### config.mk
export PLATFORM = sky130hd
export DESIGN_NAME = conv2_k_mem_write_flat
export DESIGN_NICKNAME = d
export VERILOG_FILES = /design/src/rtl/conv2_k_mem_write_if.sv /design/src/rtl/conv2_k_mem_write.sv /design/src/flat_wrapper.sv
export SDC_FILE = /design/constraint.sdc
export NUM_CORES = 1
export LEC_CHECK = 0
export CELL_PAD_IN_SITES_DETAIL_PLACEMENT = 0
export CELL_PAD_IN_SITES_GLOBAL_PLACEMENT = 1
export CORE_ASPECT_RATIO = 1.25
export CORE_MARGIN = 4
export CORE_UTILIZATION = 36
export DETAILED_ROUTE_END_ITERATION = 7
export HOLD_SLACK_MARGIN = 0.08
export PLACE_DENSITY = 0.81
export SLEW_MARGIN = 5
export SYNTH_ARGS = -nofsm -noshare
export SYNTH_HDL_FRONTEND = slang
export SYNTH_SLANG_ARGS = --single-unit
### constraint.sdc
create_clock -name clk -period 1.95 [get_ports clk]
set_clock_uncertainty 0.2 [all_clocks]
set_input_delay 0.195 -clock clk [delete_from_list [all_inputs] [get_ports clk]]
set_output_delay 0.195 -clock clk [all_outputs]
set_load 0.02 [all_outputs]
### src/rtl/conv2_k_mem_write_if.sv
// Loader stream and weight-RAM write bus for conv2_k_mem_write.
// The csum signal exists only when CONV2_KW_CHECKSUM_EN is defined.
interface conv2_k_mem_write_if #(
  parameter int DATA_W = 16
);
  logic [DATA_W-1:0] in_data;
  logic              in_valid;
  logic              in_ready;
  logic              wr_en;
  logic [7:0]        wr_addr;
  logic [DATA_W-1:0] wr_data;
  logic              done;
`ifdef CONV2_KW_CHECKSUM_EN
  logic [23:0]       csum;
`endif

  modport slave (
`ifdef CONV2_KW_CHECKSUM_EN
    output csum,
`endif
    input  in_data, in_valid,
    output in_ready, wr_en, wr_addr, wr_data, done
  );

  modport master (
`ifdef CONV2_KW_CHECKSUM_EN
    input  csum,
`endif
    output in_data, in_valid,
    input  in_ready, wr_en, wr_addr, wr_data, done
  );
endinterface

### src/rtl/conv2_k_mem_write.sv
// Converts a serial weight stream into linear conv2 weight-RAM writes (addr = k*KSIZE+i).
// Optional CONV2_KW_CHECKSUM_EN adds a modulo-2^24 sum of accepted words on bus.csum.
module conv2_k_mem_write #(
  parameter int DATA_W = 16,
  parameter int KSIZE  = 25,
  parameter int NKERN  = 6
) (
  input  logic                   clk,
  input  logic                   reset,
  input  logic                   start,
  input  logic                   clear,
  conv2_k_mem_write_if.slave     bus
);
  localparam int         TOTAL = NKERN * KSIZE;
  localparam logic [7:0] LAST  = 8'(TOTAL - 1);

  typedef enum logic [1:0] {IDLE, LOAD, DONE} state_t;

  state_t            state_reg;
  logic [7:0]        count_reg;
  logic              wr_en_reg;
  logic [7:0]        wr_addr_reg;
  logic [DATA_W-1:0] wr_data_reg;
  logic              done_reg;
`ifdef CONV2_KW_CHECKSUM_EN
  logic [23:0]       csum_reg;
`endif

  always_ff @(posedge clk or negedge reset) begin
    if (!reset) begin
      state_reg   <= IDLE;
      count_reg   <= '0;
      wr_en_reg   <= 1'b0;
      wr_addr_reg <= '0;
      wr_data_reg <= '0;
      done_reg    <= 1'b0;
`ifdef CONV2_KW_CHECKSUM_EN
      csum_reg    <= '0;
`endif
    end else begin
      wr_en_reg <= 1'b0;
      if (clear) begin
        // Abort wins over start and over a beat presented on the same edge.
        state_reg <= IDLE;
        count_reg <= '0;
        done_reg  <= 1'b0;
`ifdef CONV2_KW_CHECKSUM_EN
        csum_reg  <= '0;
`endif
      end else begin
        case (state_reg)
          LOAD: begin
            if (bus.in_valid) begin
              wr_en_reg   <= 1'b1;
              wr_addr_reg <= count_reg;
              wr_data_reg <= bus.in_data;
`ifdef CONV2_KW_CHECKSUM_EN
              csum_reg    <= csum_reg + 24'(bus.in_data);
`endif
              if (count_reg == LAST) begin
                state_reg <= DONE;
                done_reg  <= 1'b1;
              end else begin
                count_reg <= count_reg + 8'd1;
              end
            end
          end
          default: begin
            if (start) begin
              state_reg <= LOAD;
              count_reg <= '0;
              done_reg  <= 1'b0;
`ifdef CONV2_KW_CHECKSUM_EN
              csum_reg  <= '0;
`endif
            end
          end
        endcase
      end
    end
  end

  assign bus.in_ready = (state_reg == LOAD);
  assign bus.wr_en    = wr_en_reg;
  assign bus.wr_addr  = wr_addr_reg;
  assign bus.wr_data  = wr_data_reg;
  assign bus.done     = done_reg;
`ifdef CONV2_KW_CHECKSUM_EN
  assign bus.csum     = csum_reg;
`endif
endmodule
### src/flat_wrapper.sv
// flat-port wrapper written by rule: the top's interface ports become plain ports
module conv2_k_mem_write_flat 
#(
  parameter int DATA_W = 16,
  parameter int KSIZE  = 25,
  parameter int NKERN  = 6
)
  (clk, reset, start, clear, bus_in_data, bus_in_valid, bus_in_ready, bus_wr_en, bus_wr_addr, bus_wr_data, bus_done);
  conv2_k_mem_write_if #(.DATA_W(DATA_W)) bus_i ();
  input  logic clk;
  input  logic reset;
  input  logic start;
  input  logic clear;
  input wire logic [$bits(bus_i.in_data)-1:0] bus_in_data;
  input wire logic [$bits(bus_i.in_valid)-1:0] bus_in_valid;
  output wire logic [$bits(bus_i.in_ready)-1:0] bus_in_ready;
  output wire logic [$bits(bus_i.wr_en)-1:0] bus_wr_en;
  output wire logic [$bits(bus_i.wr_addr)-1:0] bus_wr_addr;
  output wire logic [$bits(bus_i.wr_data)-1:0] bus_wr_data;
  output wire logic [$bits(bus_i.done)-1:0] bus_done;
  assign bus_i.in_data = bus_in_data;
  assign bus_i.in_valid = bus_in_valid;
  assign bus_in_ready = bus_i.in_ready;
  assign bus_wr_en = bus_i.wr_en;
  assign bus_wr_addr = bus_i.wr_addr;
  assign bus_wr_data = bus_i.wr_data;
  assign bus_done = bus_i.done;
  conv2_k_mem_write #(.DATA_W(DATA_W), .KSIZE(KSIZE), .NKERN(NKERN)) u_core (.clk(clk), .reset(reset), .start(start), .clear(clear), .bus(bus_i));
endmodule
==> impl_metrics.csv, run 1 <==
group,metric,value,unit
drt,post_drt_wl_per_cell,14.4,um
layout,area_growth,43.4,%
layout,largest_register_ffs,16,
drt,postRouteAntennaNets,0,
worst_setup_path,end_kind,"register",
clock_tree,holdBufCountCts,0,
placed_design,portBuffers,47,
yosys,yosysSeqAreaShare,57.5,%
timing,min_period_over_period,91.8,%
timing,setup_violations,0,
yosys,yosysMostFrequentCell,"dfrtp_1",
drt,via_count,1117,
drt,drtIter0Drc,35,
yosys,yosys-top-cells-area,"dfrtp_1, mux2_2, o41ai_4",
yosys,synth_area,1520,um2
timing,worst_slew_pin_slew,0.445,ns
floorplanning,io_pins,48,
yosys,syn_nets,134,
layout,n_fill_cell,384,
yosys,avgSynthCellArea,13.7,um2
placed_design,place.gp.congestion,0.834,
placed_design,dpl.cell_count,220,
clock_tree,clk_latency,0.28,ns
grt,grt_max_degree,36,
timing,rsz0062_at_grt,"no",
clock_tree,root_buffer,"clkbuf_8",
worst_setup_path,crit_type,"reg -> reg",
clock_tree,cts_buffers,5,
timing,timing.hold.ws,0.111,ns
clock_tree,cts_buffer_depth,2,
yosys,synth_top_area_share,57.5,%
yosys,synth_edf_count,0,
status,status,"finished clean",
timing,tns,0,ns
grt,first_global_vias,1184,
worst_setup_path,r2r_setup_slack,0.16,ns
clock_tree,h-tree-depth,2,
clock_tree,cts_sinks,35,
timing,drv_slew,0,
floorplanning,core,4100,um2
yosys,synth.largest_area_cell,"dfrtp_1",
job,cap_violations,0,
floorplanning,die_h,80.7,um
clock_tree,cts_tree,"done",
grt,antenna_found_initial,0,
layout,diodes,0,
yosys,synth_common_cells,"dfrtp_1, mux2_2, nand2_1, nand3_1, nor2_1",
drt,vias_per_cell,4.94,
worst_setup_path,r2r-end,"u_core.count_reg[7]$_DFFE_PN0P_",
grt,grt_usage,13.9,%
yosys,syn-instance-count,111,
drt,first_pass_iters,4,
floorplanning,num_rows,26,
clock_tree,clk_pin_slew_worst_paths,0.07,ns
power_and_ir_drop,leakage,0.960,nW
worst_setup_path,crit_arrival,1.76,ns
timing,fin_crit,1.79,ns
timing,finalWorstSetupSlack,0.160,ns
worst_setup_path,rr_startpoint,"u_core.count_reg[1]$_DFFE_PN0P_",
worst_hold_path,hp-class,"in -> async",
floorplanning,start_util,37.2,%
yosys,yosys_warnings,0,
layout,instances_no_fill,226,
worst_setup_path,critPathLaunchType,"register",
layout,layout-drive-gt1-share,26.5,%
yosys,yosysUniqueCellTypes,34,
placed_design,place_area,2110,um2
power_and_ir_drop,powerDensity,807,nW/um2
grt,grt_overflow,0,
power_and_ir_drop,finalPower,1.76,mW
worst_setup_path,cp_max_fo,6,
layout,final_nets,194,
yosys,synth-async-reset-ratio,100,%
power_and_ir_drop,peakVddDrop,0.577,mV
layout,fin_area,2190,um2
layout,fin_util,53.3,%
grt,grt_pass1_wl,5550,um
floorplanning,die_x,66.2,um
timing,max_freq,0.559,GHz
drt,wl,3260,um
placed_design,dp_hpwl,2490,um
drt,drc,0,
yosys,synthFlopType,"dfrtp_1",
floorplanning,dieArea,5340,um2
timing,slew_headroom,70.2,%
worst_setup_path,required,1.92,ns
placed_design,pre_cts_ws,-0.0135,ns
worst_setup_path,reg2reg_depth,6,
timing,hold_viol,0,
yosys,synth-seq-cells,35,
==> kinds of logic (layout without fill, tap and decap cells) <==
logic type / count (synthesis) / after routing / share of synthesized area (%)
flops: 35 / 35 / 57.5
mux: 24 / 24 / 17.7
simple gates: 26 / 26 / 10.3
fa+ha+maj: 2 / 2 / 1.64
buf+inv: 6 / 65 / 2.71
compound gates: 18 / 18 / 10.2
==> cells in the final DEF, fill, tap and decap left out, types with 3 or more instances in the layout <==
| cell type | instances |
|---|---|
| nor3_1 | 3 |
| clkdlybuf4s50_1 | 46 |
| dfrtp_1 | 35 |
| nand3_1 | 4 |
| mux2_2 | 24 |
| nor2_1 | 4 |
| buf_4 | 8 |
| o21ai_0 | 3 |
| clkbuf_8 | 5 |
| nand2_1 | 4 |
==> metal layers <==
| metal | global-route usage, % | part of all wire, % | wire (um) | vias to the layer above |
|---|---|---|---|---|
| li1 | - | - | - | 531 |
| met1 | 15.7 | 40 | 1310 | 550 |
| met2 | 22.7 | 53 | 1730 | 31 |
| met3 | 4.84 | 4.5 | 148 | 5 |
| met4 | 7.32 | 2.4 | 78 | 0 |
| met5 | 0 | 0 | 0 | - |
==> worst max-delay path: stages (launching register included) <==
cell and delay [ns]:
dfrtp_1 0.38, inv_1 0.06, ha_1 0.14, nand4b_1 0.16
o41ai_4 0.41, nor3_1 0.10, a211o_1 0.24
==> final cells by class <==
type / instances / area (um2) / share of cell area (%)
Multi-Input combinational cell: 70 / 607 / 27.8
Inverter: 3 / 11.3 / 0.515
Tap cell: 56 / 70.1 / 3.21
Timing Repair Buffer: 56 / 549 / 25.1
Sequential cell: 35 / 876 / 40.1
Clock buffer: 6 / 72.6 / 3.32
==> power by group <==
part	switching, mW	internal [mW]
clock network	0.223	0.237
registers	0.0420	0.809
logic	0.201	0.251
==> worst max path at each step <==
stage                                         start                            endpoint  slack (ns)  cells past startpoint
floorplan           u_core.state_reg[1]$_DFFE_PN0P_  u_core.bus.wr_data[10]$_DFFE_PN0P_        0.23                      4
global placement                              clear   u_core.bus.wr_data[1]$_DFFE_PN0P_        0.04                      4
detailed placement                            clear   u_core.bus.wr_addr[2]$_DFFE_PN0P_       -0.01                      4
CTS                 u_core.count_reg[1]$_DFFE_PN0P_     u_core.count_reg[7]$_DFFE_PN0P_        0.15                      6
global route        u_core.count_reg[1]$_DFFE_PN0P_     u_core.count_reg[7]$_DFFE_PN0P_        0.02                      6
finish              u_core.count_reg[1]$_DFFE_PN0P_     u_core.count_reg[7]$_DFFE_PN0P_        0.16                      6
==> repair_timing <==
item,CTS,global route
setup buffers,0,0
resized for setup,1,0
setup endpoints to repair,1,0
(Power assumes the default switching activity.)
==> run 2: changes to the inputs <==
--- a/config.mk
+++ b/config.mk
@@ -8,7 +8,7 @@
 export CELL_PAD_IN_SITES_DETAIL_PLACEMENT = 0
 export CELL_PAD_IN_SITES_GLOBAL_PLACEMENT = 1
 export CORE_ASPECT_RATIO = 1.25
-export CORE_MARGIN = 4
+export CORE_MARGIN = 2
 export CORE_UTILIZATION = 36
 export DETAILED_ROUTE_END_ITERATION = 7
 export HOLD_SLACK_MARGIN = 0.08
@@ -17,3 +17,4 @@
 export SYNTH_ARGS = -nofsm -noshare
 export SYNTH_HDL_FRONTEND = slang
 export SYNTH_SLANG_ARGS = --single-unit
+export TNS_END_PERCENT = 10
==> impl_metrics.csv, run 2 (synthesis results as in run 1) <==
group,metric,value,unit
floorplanning,core,4070,um2
clock_tree,clk_latency,0.28,ns
timing,drv_slew,0,
placed_design,place.gp.congestion,0.794,
drt,post_drt_wl_per_cell,14.6,um
layout,area_growth,44.8,%
placed_design,dpl.cell_count,219,
floorplanning,num_rows,26,
drt,drtIter0Drc,22,
drt,via_count,1162,
grt,antenna_found_initial,0,
timing,slew_headroom,48.1,%
power_and_ir_drop,powerDensity,810,nW/um2
worst_setup_path,crit_path_max_incr_delay,0.44,ns
power_and_ir_drop,leakage,0.972,nW
timing,timing.hold.ws,0.307,ns
worst_setup_path,crit_chain,"inv_1, ha_1, nand4b_1, o41ai_4, buf_4, nor2_1, a21o_1",
worst_setup_path,crit_type,"reg -> reg",
clock_tree,h-tree-depth,2,
drt,drc,0,
drt,wl,3360,um
power_and_ir_drop,peakVddDrop,0.501,mV
worst_setup_path,cp_max_fo,3,
worst_hold_path,hp-class,"reg -> reg",
floorplanning,dieArea,4770,um2
layout,layout-drive-gt1-share,27.6,%
drt,vias_per_cell,5.05,
timing,tns,0,ns
timing,hold_viol,0,
grt,grt_pass1_wl,5840,um
worst_setup_path,reg2reg_depth,7,
clock_tree,cts_buffer_depth,2,
status,status,"finished clean",
layout,layout_common_cells,"clkdlybuf4s50_1, dfrtp_1, mux2_2",
grt,grt_usage,15.5,%
worst_setup_path,crit_slowest_cell,"o41ai_4",
layout,layout_commonest_cell,"clkdlybuf4s50_1",
placed_design,portBuffers,47,
worst_setup_path,critPathLaunchType,"register",
grt,first_global_vias,1270,
grt,grt_max_degree,36,
clock_tree,cts_buffers,5,
grt,grt_overflow,0,
timing,max_freq,0.540,GHz
clock_tree,root_buffer,"clkbuf_8",
clock_tree,clk_pin_slew_worst_paths,0.06,ns
worst_hold_path,whs_path_depth,1,
floorplanning,die_x,62.2,um
timing,min_period_over_period,95.0,%
floorplanning,die_h,76.7,um
timing,worst_slew_pin_slew,0.778,ns
placed_design,dp_hpwl,2540,um
worst_setup_path,r2r_setup_slack,0.1,ns
layout,diodes,0,
worst_setup_path,end_kind,"register",
drt,postRouteAntennaNets,0,
layout,final_nets,196,
worst_setup_path,rr_startpoint,"u_core.count_reg[1]$_DFFE_PN0P_",
worst_setup_path,required,1.92,ns
layout,largest_register_ffs,16,
worst_setup_path,crit_arrival,1.82,ns
floorplanning,start_util,37.5,%
drt,first_pass_iters,6,
clock_tree,cts_sinks,35,
worst_hold_path,hold_path_end,"u_core.bus.wr_data[8]$_DFFE_PN0P_",
worst_setup_path,r2r-end,"u_core.count_reg[0]$_DFFE_PN0P_",
timing,setup_violations,0,
clock_tree,cts_tree,"done",
floorplanning,io_pins,48,
worst_hold_path,holdCritStartpoint,"u_core.bus.wr_data[8]$_DFFE_PN0P_",
timing,fin_crit,1.85,ns
layout,instances_no_fill,230,
job,cap_violations,0,
==> run 2: cell types whose count changed in the layout (fill, tap and decap cells not counted) <==
cell             before  now
buf_2                 0    1
buf_4                 8    9
clkbuf_1              1    2
clkdlybuf4s50_1      46   45
clkinv_2              0    1
dlygate4sd3_1         0    1
==> run 2: cell type report <==
| cell class | count | area (um2) |
|---|---|---|
| repair buffers | 58 | 562 |
| multi-input cells | 70 | 607 |
| clock buffers | 7 | 76.3 |
| well taps | 56 | 70.1 |
| clock inverters | 1 | 5.00 |
| flip-flops and latches | 35 | 876 |
| inverters | 3 | 11.3 |
| fillers | 364 | 1860 |
==> run 2: worst max path at each step <==
stage                               startpoint                                  to  slack [ns]  cells after the start
2_1_floorplan  u_core.state_reg[1]$_DFFE_PN0P_  u_core.bus.wr_data[10]$_DFFE_PN0P_        0.23                      4
3_3_place_gp                             clear   u_core.bus.wr_data[1]$_DFFE_PN0P_        0.01                      4
3_5_place_dp                             clear   u_core.bus.wr_addr[0]$_DFFE_PN0P_       -0.04                      4
4_1_cts        u_core.count_reg[1]$_DFFE_PN0P_     u_core.count_reg[7]$_DFFE_PN0P_        0.13                      6
5_1_grt        u_core.count_reg[1]$_DFFE_PN0P_     u_core.count_reg[0]$_DFFE_PN0P_      -0.001                      7
6_report       u_core.count_reg[1]$_DFFE_PN0P_     u_core.count_reg[0]$_DFFE_PN0P_         0.1                      7
==> run 2: worst max-delay path, delay by kind of cell, from the launching register on <==
family          cells  cell delay (ns)
buf+inv             2             0.23
fa+ha+maj           1             0.14
compound gates      2             0.58
flops               1             0.38
simple gates        2             0.21
==> run 2: metal layers <==
layer / global-route usage, % / share of wire [%]
met1: 16.3 / 36
met2: 29.2 / 56
met3: 4.69 / 6.9
met4: 5.11 / 1.2
met5: 0 / 0
==> run 2: what timing repair did <==
action,4_1_cts,5_1_grt
setup buffers,0,2
gates resized for setup,1,0
hold endpoints to repair,35,0
endpoints found under the setup margin,1,1
hold buffers,1,0
pin swaps,0,1
==> run 2: metrics by stage <==
| step | instance area [um2] | worst slack, ns | power (mW) | utilization, % |
|---|---|---|---|---|
| after floorplan | 1520 | 0.234 | 1.07 | - |
| after global placement | 2100 | 0.0148 | 1.31 | 51.7 |
| after detailed placement | 2100 | -0.0365 | 1.32 | 51.7 |
| after CTS | 2190 | 0.131 | 1.82 | 53.9 |
| after global routing | 2210 | -0.00143 | 1.88 | 54.3 |
| final | 2210 | 0.0967 | 1.79 | 54.3 |
==> run 2: report_power, final <==
group          switching [mW]  leakage, nW  internal, mW
Clock                   0.231       0.0422         0.250
Sequential             0.0433        0.453         0.809
Combinational           0.202        0.477         0.252
Total                   0.476        0.972          1.31
==> run 3: changes to the inputs <==
--- a/config.mk
+++ b/config.mk
@@ -5,9 +5,10 @@
 export SDC_FILE = /design/constraint.sdc
 export NUM_CORES = 1
 export LEC_CHECK = 0
+export ABC_CLOCK_PERIOD_IN_PS = 1950
 export CELL_PAD_IN_SITES_DETAIL_PLACEMENT = 0
 export CELL_PAD_IN_SITES_GLOBAL_PLACEMENT = 1
-export CORE_ASPECT_RATIO = 1.25
+export CORE_ASPECT_RATIO = 0.5
 export CORE_MARGIN = 2
 export CORE_UTILIZATION = 36
 export DETAILED_ROUTE_END_ITERATION = 7
==> impl_metrics.csv, run 3 (synthesis results as in run 1) <==
group,metric,value,unit
worst_setup_path,r2r_setup_slack,0.06,ns
power_and_ir_drop,peakVddDrop,0.305,mV
worst_setup_path,crit_slowest_cell,"o41ai_4",
timing,drv_slew,0,
clock_tree,clk_latency,0.29,ns
grt,first_global_vias,1217,
timing,worst_slew_pin_slew,0.769,ns
worst_setup_path,critPathLaunchType,"register",
power_and_ir_drop,powerDensity,877,nW/um2
floorplanning,die_h,50.0,um
power_and_ir_drop,leakage,0.983,nW
worst_setup_path,r2r-end,"u_core.count_reg[0]$_DFFE_PN0P_",
worst_setup_path,path_delay_family,"compound AO/OA/AOI/OAI gates",
clock_tree,h-tree-depth,2,
grt,antenna_found_initial,0,
worst_setup_path,crit_arrival,1.87,ns
worst_setup_path,cp_num_buf_inv,2,
floorplanning,start_util,38.3,%
timing,slew_headroom,48.7,%
clock_tree,root_buffer,"clkbuf_8",
timing,tns,0,ns
power_and_ir_drop,finalPower,1.95,mW
clock_tree,clk_pin_slew_worst_paths,0.08,ns
layout,final_nets,195,
timing,min_period_over_period,96.7,%
floorplanning,core,3980,um2
power_and_ir_drop,switching_share,26.4,%
drt,drc,0,
worst_setup_path,crit_type,"reg -> reg",
timing,max_freq,0.530,GHz
layout,diodes,0,
grt,grt_overflow,0,
drt,vias_per_cell,5.02,
layout,layout_common_cells,"clkdlybuf4s50_1, dfrtp_1, mux2_2",
floorplanning,num_rows,16,
drt,postRouteAntennaNets,0,
power_and_ir_drop,p_int,1.44,mW
job,cap_violations,0,
worst_setup_path,rr_startpoint,"u_core.count_reg[1]$_DFFE_PN0P_",
floorplanning,dieArea,4800,um2
worst_setup_path,reg2reg_depth,7,
power_and_ir_drop,clock_power_share,33.5,%
clock_tree,cts_tree,"done",
drt,via_count,1140,
worst_setup_path,crit_path_max_incr_delay,0.44,ns
worst_setup_path,cp_max_fo,4,
timing,fin_crit,1.89,ns
floorplanning,die_x,96.0,um
grt,grt_max_degree,36,
power_and_ir_drop,seqPwrFrac,43.4,%
drt,first_pass_iters,4,
drt,wl,3310,um
clock_tree,cts_buffer_depth,2,
grt,grt_pass1_wl,5760,um
drt,drtIter0Drc,19,
worst_setup_path,crit_chain,"inv_1, ha_1, nand4b_1, o41ai_4, buf_4, nor2_1, a21o_1",
timing,hold_viol,0,
timing,setup_violations,0,
placed_design,portBuffers,47,
worst_setup_path,startpoint,"u_core.count_reg[1]$_DFFE_PN0P_",
placed_design,dp_hpwl,2340,um
clock_tree,cts_buffers,5,
worst_setup_path,end_kind,"register",
layout,largest_register_ffs,16,
layout,layout-drive-gt1-share,28.3,%
placed_design,place_area,2090,um2
power_and_ir_drop,p_sw,0.515,mW
layout,area_growth,46.2,%
clock_tree,cts_sinks,35,
drt,post_drt_wl_per_cell,14.6,um
layout,fin_area,2230,um2
worst_hold_path,hp-class,"in -> async",
power_and_ir_drop,combinationalPowerShare,23.1,%
placed_design,place.gp.congestion,0.802,
status,status,"finished clean",
layout,layout_commonest_cell,"clkdlybuf4s50_1",
grt,grt_usage,16.1,%
worst_setup_path,required,1.93,ns
floorplanning,io_pins,48,
-- run 3: worst max path at each step --
stage,slack [ns],cells past startpoint,end
after floorplan,0.23,4,u_core.bus.wr_data[10]$_DFFE_PN0P_
after global placement,0.05,5,u_core.count_reg[1]$_DFFE_PN0P_
after detailed placement,0.04,4,u_core.bus.wr_addr[0]$_DFFE_PN0P_
after CTS,0.11,6,u_core.count_reg[7]$_DFFE_PN0P_
after global routing,-0.009,7,u_core.count_reg[0]$_DFFE_PN0P_
final,0.06,7,u_core.count_reg[0]$_DFFE_PN0P_
-- run 3: metrics by stage --
step	instances	util, %	worst slack (ns)	hold WS [ns]
6_report	227	55.9	0.0648	0.307
5_1_grt	227	55.9	-0.00891	0.321
4_1_cts	225	55.6	0.111	0.306
3_5_place_dp	216	52.5	0.0416	0.122
3_3_place_gp	216	52.5	0.0467	0.113
2_1_floorplan	111	-	0.234	-0.301
-- run 3: area by class of cell --
class | instances | area, um2
clock buffers | 5 | 68.8
well taps | 54 | 67.6
flip-flops and latches | 35 | 876
inverters | 3 | 11.3
repair buffers | 57 | 554
clock inverters | 3 | 43.8
multi-input cells | 70 | 607
fillers | 329 | 1760
-- run 3: power by group through the flow --
stage          Combinational [mW]  Sequential (mW)  Clock [mW]
6_report                    0.451            0.848       0.655
5_1_grt                     0.483            0.863       0.702
4_1_cts                     0.455            0.850       0.678
3_5_place_dp                0.453            0.864           0
3_3_place_gp                0.445            0.860           0
2_1_floorplan               0.105            0.963           0
-- run 3: layer usage --
| layer | wire length, um | GRT usage, % |
|---|---|---|
| met3 | 171 | 4.43 |
| met2 | 1550 | 25.9 |
| met1 | 1540 | 20.6 |
| met4 | 43 | 6.43 |
| met5 | 0 | 0 |
-- run 3: repair_timing --
item	CTS	global route
resized for setup	1	0
setup buffers	0	2
gates cloned	0	0
hold buffers	1	0
endpoints found under the setup margin	1	1
hold endpoints to repair	35	0
pin swaps	0	1
